--- src/rtl/aurora_64b66b_rst_pkg.sv ---
// Shared types for the Aurora 64b66b primary-side reset sequencer:
// sequencer states and the Moore output decode.
package aurora_64b66b_rst_pkg;

  typedef enum logic [2:0] {
    PB_LEAD,
    PMA_HOLD,
    PB_TRAIL,
    WAIT_LINK,
    UP
  } state_e;

  typedef struct packed {
    logic reset_pb;
    logic pma_init;
    logic link_up;
    logic busy;
  } seq_out_t;

  localparam seq_out_t OUT_PB_ONLY = '{reset_pb: 1'b1, pma_init: 1'b0, link_up: 1'b0, busy: 1'b1};
  localparam seq_out_t OUT_PB_PMA  = '{reset_pb: 1'b1, pma_init: 1'b1, link_up: 1'b0, busy: 1'b1};
  localparam seq_out_t OUT_WAIT    = '{reset_pb: 1'b0, pma_init: 1'b0, link_up: 1'b0, busy: 1'b0};
  localparam seq_out_t OUT_UP      = '{reset_pb: 1'b0, pma_init: 1'b0, link_up: 1'b1, busy: 1'b0};

  function automatic seq_out_t decode_state(input state_e s);
    seq_out_t o;
    case (s)
      PB_LEAD:   o = OUT_PB_ONLY;
      PMA_HOLD:  o = OUT_PB_PMA;
      PB_TRAIL:  o = OUT_PB_ONLY;
      WAIT_LINK: o = OUT_WAIT;
      UP:        o = OUT_UP;
      default:   o = OUT_PB_ONLY;
    endcase
    return o;
  endfunction

endpackage

--- src/rtl/aurora_64b66b_reset_seq_timer.sv ---
// Clear-and-count phase timer; tc_o flags that the count has reached the
// terminal value presented for the current phase.
module aurora_64b66b_reset_seq_timer #(
  parameter int unsigned CNT_W = 24
) (
  input  logic             clk_i,
  input  logic             rst_n_i,
  input  logic             clr_i,
  input  logic             en_i,
  input  logic [CNT_W-1:0] tc_val_i,
  output logic             tc_o
);

  logic [CNT_W-1:0] count_q, count_d;

  always_comb begin
    count_d = count_q;
    if (clr_i) begin
      count_d = '0;
    end else if (en_i) begin
      count_d = count_q + 1'b1;
    end
  end

  always_ff @(posedge clk_i) begin
    if (!rst_n_i) begin
      count_q <= '0;
    end else begin
      count_q <= count_d;
    end
  end

  assign tc_o = (count_q == tc_val_i);

endmodule

--- src/rtl/aurora_64b66b_reset_seq.sv ---
// Aurora 64b66b primary-side reset sequencer: orders reset_pb / pma_init,
// waits for channel_up and retries on link timeout or link loss.
module aurora_64b66b_reset_seq
  import aurora_64b66b_rst_pkg::*;
#(
  parameter int unsigned PB_LEAD_CYCLES      = 128,
  parameter int unsigned PMA_HOLD_CYCLES     = 1024,
  parameter int unsigned PB_TRAIL_CYCLES     = 128,
  parameter int unsigned LINK_TIMEOUT_CYCLES = 1048576,
  parameter int unsigned DROP_FILTER         = 16,
  parameter int unsigned CNT_W               = 24,
  parameter int unsigned RETRY_W             = 8
) (
  input  logic               CLK,
  input  logic               RST_N,
  input  logic               reset_req,
  input  logic               channel_up_sync,
  output logic               reset_pb,
  output logic               pma_init,
  output logic               link_up,
  output logic               busy,
  output logic [RETRY_W-1:0] retry_count
);

  localparam int unsigned DROP_W = $clog2(DROP_FILTER + 1);

  state_e             state_q, state_d;
  logic [RETRY_W-1:0] retry_q, retry_d;
  logic [DROP_W-1:0]  drop_q, drop_d;
  logic [CNT_W-1:0]   tc_val;
  logic               timer_tc;
  logic               timer_clr;
  logic               timer_en;
  logic               retry_inc;
  seq_out_t           out_s;

  // Terminal count for the phase currently being timed.
  always_comb begin
    tc_val = '0;
    case (state_q)
      PB_LEAD:   tc_val = CNT_W'(PB_LEAD_CYCLES - 1);
      PMA_HOLD:  tc_val = CNT_W'(PMA_HOLD_CYCLES - 1);
      PB_TRAIL:  tc_val = CNT_W'(PB_TRAIL_CYCLES - 1);
      WAIT_LINK: tc_val = CNT_W'(LINK_TIMEOUT_CYCLES - 1);
      default:   tc_val = '0;
    endcase
  end

  always_comb begin
    state_d   = state_q;
    retry_inc = 1'b0;
    if (reset_req) begin
      state_d = PB_LEAD;
    end else begin
      case (state_q)
        PB_LEAD:  if (timer_tc) state_d = PMA_HOLD;
        PMA_HOLD: if (timer_tc) state_d = PB_TRAIL;
        PB_TRAIL: if (timer_tc) state_d = WAIT_LINK;
        WAIT_LINK: begin
          // A link that comes up on the timeout cycle wins over the retry.
          if (channel_up_sync) begin
            state_d = UP;
          end else if (timer_tc) begin
            state_d   = PB_LEAD;
            retry_inc = 1'b1;
          end
        end
        UP: begin
          if (!channel_up_sync && (drop_q == DROP_W'(DROP_FILTER - 1))) begin
            state_d   = PB_LEAD;
            retry_inc = 1'b1;
          end
        end
        default: state_d = PB_LEAD;
      endcase
    end
  end

  always_comb begin
    drop_d = '0;
    if (state_q == UP && state_d == UP && !channel_up_sync) begin
      drop_d = drop_q + 1'b1;
    end
  end

  always_comb begin
    retry_d = retry_q;
    if (retry_inc && (retry_q != {RETRY_W{1'b1}})) begin
      retry_d = retry_q + 1'b1;
    end
  end

  // reset_req re-entering PB_LEAD from PB_LEAD must still restart the timer.
  assign timer_clr = reset_req || (state_d != state_q);
  assign timer_en  = (state_q != UP);

  always_ff @(posedge CLK) begin
    if (!RST_N) begin
      state_q <= PB_LEAD;
      retry_q <= '0;
      drop_q  <= '0;
    end else begin
      state_q <= state_d;
      retry_q <= retry_d;
      drop_q  <= drop_d;
    end
  end

  aurora_64b66b_reset_seq_timer #(
    .CNT_W (CNT_W)
  ) u_timer (
    .clk_i    (CLK),
    .rst_n_i  (RST_N),
    .clr_i    (timer_clr),
    .en_i     (timer_en),
    .tc_val_i (tc_val),
    .tc_o     (timer_tc)
  );

  always_comb begin
    out_s = decode_state(state_q);
  end

  assign reset_pb    = out_s.reset_pb;
  assign pma_init    = out_s.pma_init;
  assign link_up     = out_s.link_up;
  assign busy        = out_s.busy;
  assign retry_count = retry_q;

endmodule

--- config.mk ---
export PLATFORM = sky130hd
export DESIGN_NAME = aurora_64b66b_reset_seq
export DESIGN_NICKNAME = d
export VERILOG_FILES = /design/src/rtl/aurora_64b66b_rst_pkg.sv /design/src/rtl/aurora_64b66b_reset_seq_timer.sv /design/src/rtl/aurora_64b66b_reset_seq.sv
export SDC_FILE = /design/constraint.sdc
export NUM_CORES = 1
export LEC_CHECK = 0
export CAP_MARGIN = 5
export CORE_UTILIZATION = 41
export CTS_CLUSTER_DIAMETER = 30
export DETAILED_ROUTE_END_ITERATION = 12
export HOLD_SLACK_MARGIN = 0.12
export PLACE_DENSITY = 0.69
export SLEW_MARGIN = 20
export SYNTH_ARGS = -nofsm -noshare
export SYNTH_HDL_FRONTEND = slang
export SYNTH_SLANG_ARGS = --single-unit
--- constraint.sdc ---
create_clock -name CLK -period 2.8 [get_ports CLK]
set_input_delay 0.56 -clock CLK [delete_from_list [all_inputs] [get_ports CLK]]
set_output_delay 0.56 -clock CLK [all_outputs]
set_load 0.05 [all_outputs]
* Yosys cells after proc, flatten, opt, wreduce, memory -nomap -nowiden
Index checks and enable logic that the tools add are counted. Widths: inputs -> output; s select.
Storage, ports and cells: register bits 40, bits of input ports 4, output and inout bits 12, word-level logic and storage cells 43
Cells by class: add/subtract/negate cells 3, equality and inequality tests 10, multiplexer cells 15, bitwise gates (word level) 1, reductions and logical operators 10
Operators by type and width (count):
- $pmux 20 s3 | 1
- $add 24x1->24 const B | 1
- $eq 24x20->1 | 1
- $mux 3 | 7
- $pmux 3 s5 | 1
- $pmux 4 s3 | 1
- $add 8x1->8 const B | 1
- $ne 8x8->1 const B | 1
- $eq 3x2->1 const B | 2
- $eq 3x3->1 const B | 2
- $add 5x1->5 const B | 1
- $eq 5x4->1 const B | 1
- $logic_and 1x1->1 | 4
- $mux 1 | 4
- $reduce_or 2->1 | 2
- $eq 3x1->1 const B | 1
- $logic_not 3->1 | 1
- $ne 3x3->1 | 1
- $ne 3x3->1 const B | 1
- $pmux 1 s2 | 1
- $reduce_and 2->1 | 1
- $logic_not 1->1 | 1
- $logic_or 1x1->1 | 1
- $not 1->1 | 1

* Depth between registers and ports, before layout
Gate-level depths: netlist (run 1).
word-level depth 12, gate-level depth with buffers 9, gate-level depth less buffers 8

* Hierarchy
A second synthesis (run 1) with hierarchy kept.
Unflattened totals: cells, all modules 267, area, all modules 2267.2 µm²
By module, submodules not included:
- aurora_64b66b_reset_seq_timer | times used 1, cells an instance 168, area each 1403.8 µm², sequential area each 480.5 µm²
- aurora_64b66b_reset_seq | times used 1, cells an instance 99, area each 863.3 µm², sequential area each 320.3 µm²

* Worst setup path after synthesis (run 1)
OpenSTA, ideal clock, no wires.
path kind reg2out, start point register state_q[2], end point output port reset_pb, data arrival time 1.976 ns, data required time 2.240 ns, path slack 0.264 ns, stages on the path, launching flop included 6, buffers on the path 3, path through dfxtp_1 buf_4 nor3b_2 buf_4 a21oi_1 buf_4
Between the ends: word-level cells in the longest chain between the ends 2, elaborated cells on any way between the ends 4, those cells by class eq/ne: 3; mux: 1
RTL lines:
- start, declared | line aurora_64b66b_reset_seq.sv:27 | state_e state_q, state_d;
- start signal, assigned | line aurora_64b66b_reset_seq.sv:103 | state_q <= state_d;
- $eq 3x3->1 (tied with other cells) | line aurora_64b66b_rst_pkg.sv:27 | case (s)
- $pmux 4 s3 * | line aurora_64b66b_rst_pkg.sv:27
- end, declared | line aurora_64b66b_reset_seq.sv:18 | output logic reset_pb,
Mark *: on every way between the ends. The rest lies on a longest branch, timed or not.

* Worst setup path in the final report (run 1)
start point register state_q[2], end point output port pma_init
Between the ends: word-level cells in the longest chain between the ends 2, elaborated cells on any way between the ends 4, those cells by class eq/ne: 3; mux: 1
RTL lines:
- $eq 3x3->1 (tied with other cells) | line aurora_64b66b_rst_pkg.sv:27
- $pmux 4 s3 * | line aurora_64b66b_rst_pkg.sv:27
- end, declared | line aurora_64b66b_reset_seq.sv:19 | output logic pma_init,
Marks and branches as above.

==> results of run 1 <==
sequential cells by signal (all words and copies together) (netlist names):
signal,count
u_timer.count_q,24
retry_count,8
drop_q,5
state_q,3
kinds of logic (layout without fill, tap and decap cells):
| kind of cell | count (synthesis) | after routing |
|---|---|---|
| compound gates | 17 | 17 |
| xor+xnor | 26 | 26 |
| fa+ha+maj | 4 | 4 |
| buf+inv | 16 | 34 |
| flops | 40 | 40 |
| mux | 7 | 7 |
| simple gates | 120 | 120 |
cell type report:
class,instances,area (sq um)
Tap cell,54,67.6
Clock inverter,1,30.0
Inverter,7,26.3
Multi-Input combinational cell,174,1120
Clock buffer,7,96.3
Sequential cell,40,801
Fill cell,461,2380
Timing Repair Buffer,19,173
final timing paths:
path              start                   to  slack, ns  depth (start not counted)
max reg2reg  state_q[2]  u_timer.count_q[17]       0.75                          7
min           drop_q[0]            drop_q[0]       0.46                          1
min reg2reg   drop_q[0]            drop_q[0]       0.46                          1
max          state_q[2]             pma_init       0.36                          3
worst max-delay path: cells and delay by family, from the launching register on:
family                 cells  cell delay [ns]
buffers and inverters      1             0.81
DFF                        1             0.44
and+or+nand+nor            2             0.34
stage by stage:
| stage | setup slack [ns] | std cells | instance area (sq um) |
|---|---|---|---|
| 6_report | 0.357 | 302 | 2310 |
| 5_1_grt | 0.267 | 302 | 2310 |
| 4_1_cts | 0.346 | 302 | 2310 |
| 3_5_place_dp | 0.594 | 294 | 2190 |
| 3_3_place_gp | 0.644 | 294 | 2190 |
| 2_1_floorplan | 0.264 | 230 | 2000 |
routing by layer:
metal | global-route usage [%] | up-vias | wire [um]
li1 | - | 819 | -
met1 | 20.8 | 745 | 1930
met2 | 25.7 | 24 | 1660
met3 | 4.22 | 2 | 119
met4 | 3.92 | 0 | 12
met5 | 0 | - | 0
power groups by stage:
stage	clock network, mW	logic, mW	registers, mW
after floorplan	0	0.0164	0.584
after global placement	0	0.0275	0.585
after detailed placement	0	0.0279	0.585
after CTS	0.528	0.0280	0.571
after global routing	0.552	0.0316	0.572
final	0.510	0.0279	0.571
cells in the final DEF, fill, tap and decap left out, types with 2 or more instances in the layout:
master / instances
or3_1: 2
a21oi_1: 6
and4_1: 2
o21ai_1: 2
nand3_1: 14
clkdlybuf4s50_1: 12
mux2i_1: 6
nor2_1: 42
nor4_1: 5
o21ai_2: 2
nor4_2: 2
clkbuf_8: 7
nand2b_1: 6
nor3_1: 3
nand2_1: 21
xor2_1: 16
xnor2_1: 10
ha_1: 4
nand4_1: 6
dfxtp_1: 40
inv_1: 7
and3_1: 5
nor2b_1: 2
buf_4: 7
==> summary.md, run 1 <==
| Metric | Value |
|---|---|
| Y dimension of the die | between 70 and 80 um |
| CTS tree | built |
| Critical path's largest stage delay | 0.81 ns |
| Max-slew headroom | 66.2% |
| Share of the core filled with cells | approximately half |
| Library cell with the largest summed area after synthesis | dfxtp_1 |
| VDD IR max | 0.251 mV |
| WL/cell | 12.3 um |
| Die width | 71.8 um |
| CP endpoint kind | output port |
| Vias in the first global route | approximately 1,500 |
| Overall power consumption | 1.11 mW |
| Count of flip-flops with a built-in enable after synthesis | 0 |
| Hold WS | around 0.46 ns |
| Highest-delay cell along the critical path | clkdlybuf4s50_1 |
| Internal power of the cells | 896 uW |
| Warnings from Yosys | 0 |
| Net Sw Frac | 19.3% |
| Largest family of logic cells by synthesized area | simple AND/OR/NAND/NOR gates |
| Number of setup buffers added after CTS | 0 |
| Number of instances in the synthesized netlist | 230 |
| Number of max-cap violations | 0 |
| Initial antenna violation count | 0 |
| Arrival time at the worst endpoint | 1.88 ns |
| Diode insertion count for antenna repair | 0 |
| Cell-by-cell trace of the critical path | nand2b_1 > nor2_1 > clkdlybuf4s50_1 |
| Port buffer count | 15 |
| Area delta synth->final | 15.6% |
| Largest net degree at the start of global routing | 25 |
| HPWL after detailed placement | 2650 um |
| Post-synthesis async set-or-reset flop share | 0% |
| Share of cells above drive strength 1 | 9.68% |
| Complex-gate fraction of the synthesized area | 6.82% |
| Adder-cell share of the synthesized area | 2.50% |
| Max-slew violation total from the final report | 0 |
| Final setup violation count | 0 |
| Number of synthesized register bits | 40 |
| Net count of the mapped netlist | 238 |
| Worst setup path class | reg -> out |
| Area of the placeable core | 4690 sq um |
| Switch Pwr | 214 uW |
| Via count | 1,590 |
| Clock root cell | clkbuf_8 |
| First-pass DRT Iterations | 4 |
| Insertion delay to the later sink of the worst-skew pair | 0.29 ns |
| Mean number of vias per cell | between 5 and 6 |
| Sequential fraction of the synthesis area | 40.1% |
| All-layer global routing usage | between 10% and 20% |
| Xor and xnor area share after synthesis | between 10% and 20% |
| I/O pin count | 16 |
| Clock transition at path regs | about 0.08 ns |
| Min-Delay Path Class | reg -> reg |
| Global-route congestion overflow total | 0 |
| # hold bufs at CTS | 0 |
| Most common cell in the synthesized netlist | nor2_1 |
| Measured slew at the worst slew-check pin | between 0.5 and 0.6 ns |
| Clk_skew | about 0.0064 ns |
| Number of buffers inserted during clock tree synthesis | 5 |
| Period utilisation layout | 87.2% |
| Routed wire length | 3720 um |
| Share of Yosys cell area claimed by the top area cell type | 40.1% |
| Number of rows created at floorplan | 25 |
| Antenna viol nets, final | 0 |
| Outcome | complete, no violations |
| Number of gates given a new drive strength after cts | 0 |
| Power density relative to cell area | between 400 and 500 nW/um^2 |
| Main flop type after synthesis | dfxtp_1 |
| Wire length of the first global-routing pass | 6490 um |
| Fraction of synthesized area in multiplexers | approximately 3.6% |
| Final critical delay including setup and external delays | 2.44 ns |
| Remaining DRCs | 0 |
| Number of violations reported at the end of detailed-routing iteration 0 | 88 |
| Achievable Freq | 409 MHz |
| Type of origin of the critical path | register |
| Starting Density | between 40% and 50% |
| Top cells by area, synth | dfxtp_1 (40%), nor2_1 (7.9%), xor2_1 (7.0%) |
| Gp weighted congestion | a little under 0.8 |
| Clk buf depth | 2 |
| Static Leak | about 0.89 nW |
| Number of hold-slack violations in the final timing report | 0 |
| Relative contribution of the clock network to total power | 46.0% |
| Setup repair after global routing missed its margin | false |
| Sequential cell fraction of total power | 51.5% |
| Nets@finish | 255 |
| H-tree levels | 2 |
| Setup tns final | 0 ns |
| CP max FO | 10 |
| Sink Count | 40 |
| Synthesized area divided by synthesized cell count | between 8 and 9 sq um |
| Comb power frac | 2.5% |
| Count of different cell masters after synthesis | 42 |
| Full die area | 5160 sq um |
| Simple-Gate Fraction of Synth Area | 31.7% |
| Mapped cell area | 2000 sq um |
| Data required time at the worst endpoint | 2.24 ns |
| Most numerous cell types in the synthesized netlist | nor2_1 (42), dfxtp_1 (40), nand2_1 (21), xor2_1 (16), nand3_1 (14) |
(Power assumes the default switching activity.)
==> run 2, diff against run 1 <==
--- a/config.mk
+++ b/config.mk
@@ -5,6 +5,7 @@
 export SDC_FILE = /design/constraint.sdc
 export NUM_CORES = 1
 export LEC_CHECK = 0
+export ABC_CLOCK_PERIOD_IN_PS = 2800
 export CAP_MARGIN = 5
 export CORE_UTILIZATION = 41
 export CTS_CLUSTER_DIAMETER = 30
==> results of run 2 <==
Same layout as run 1: the final DEF is identical, and so are final timing and power.
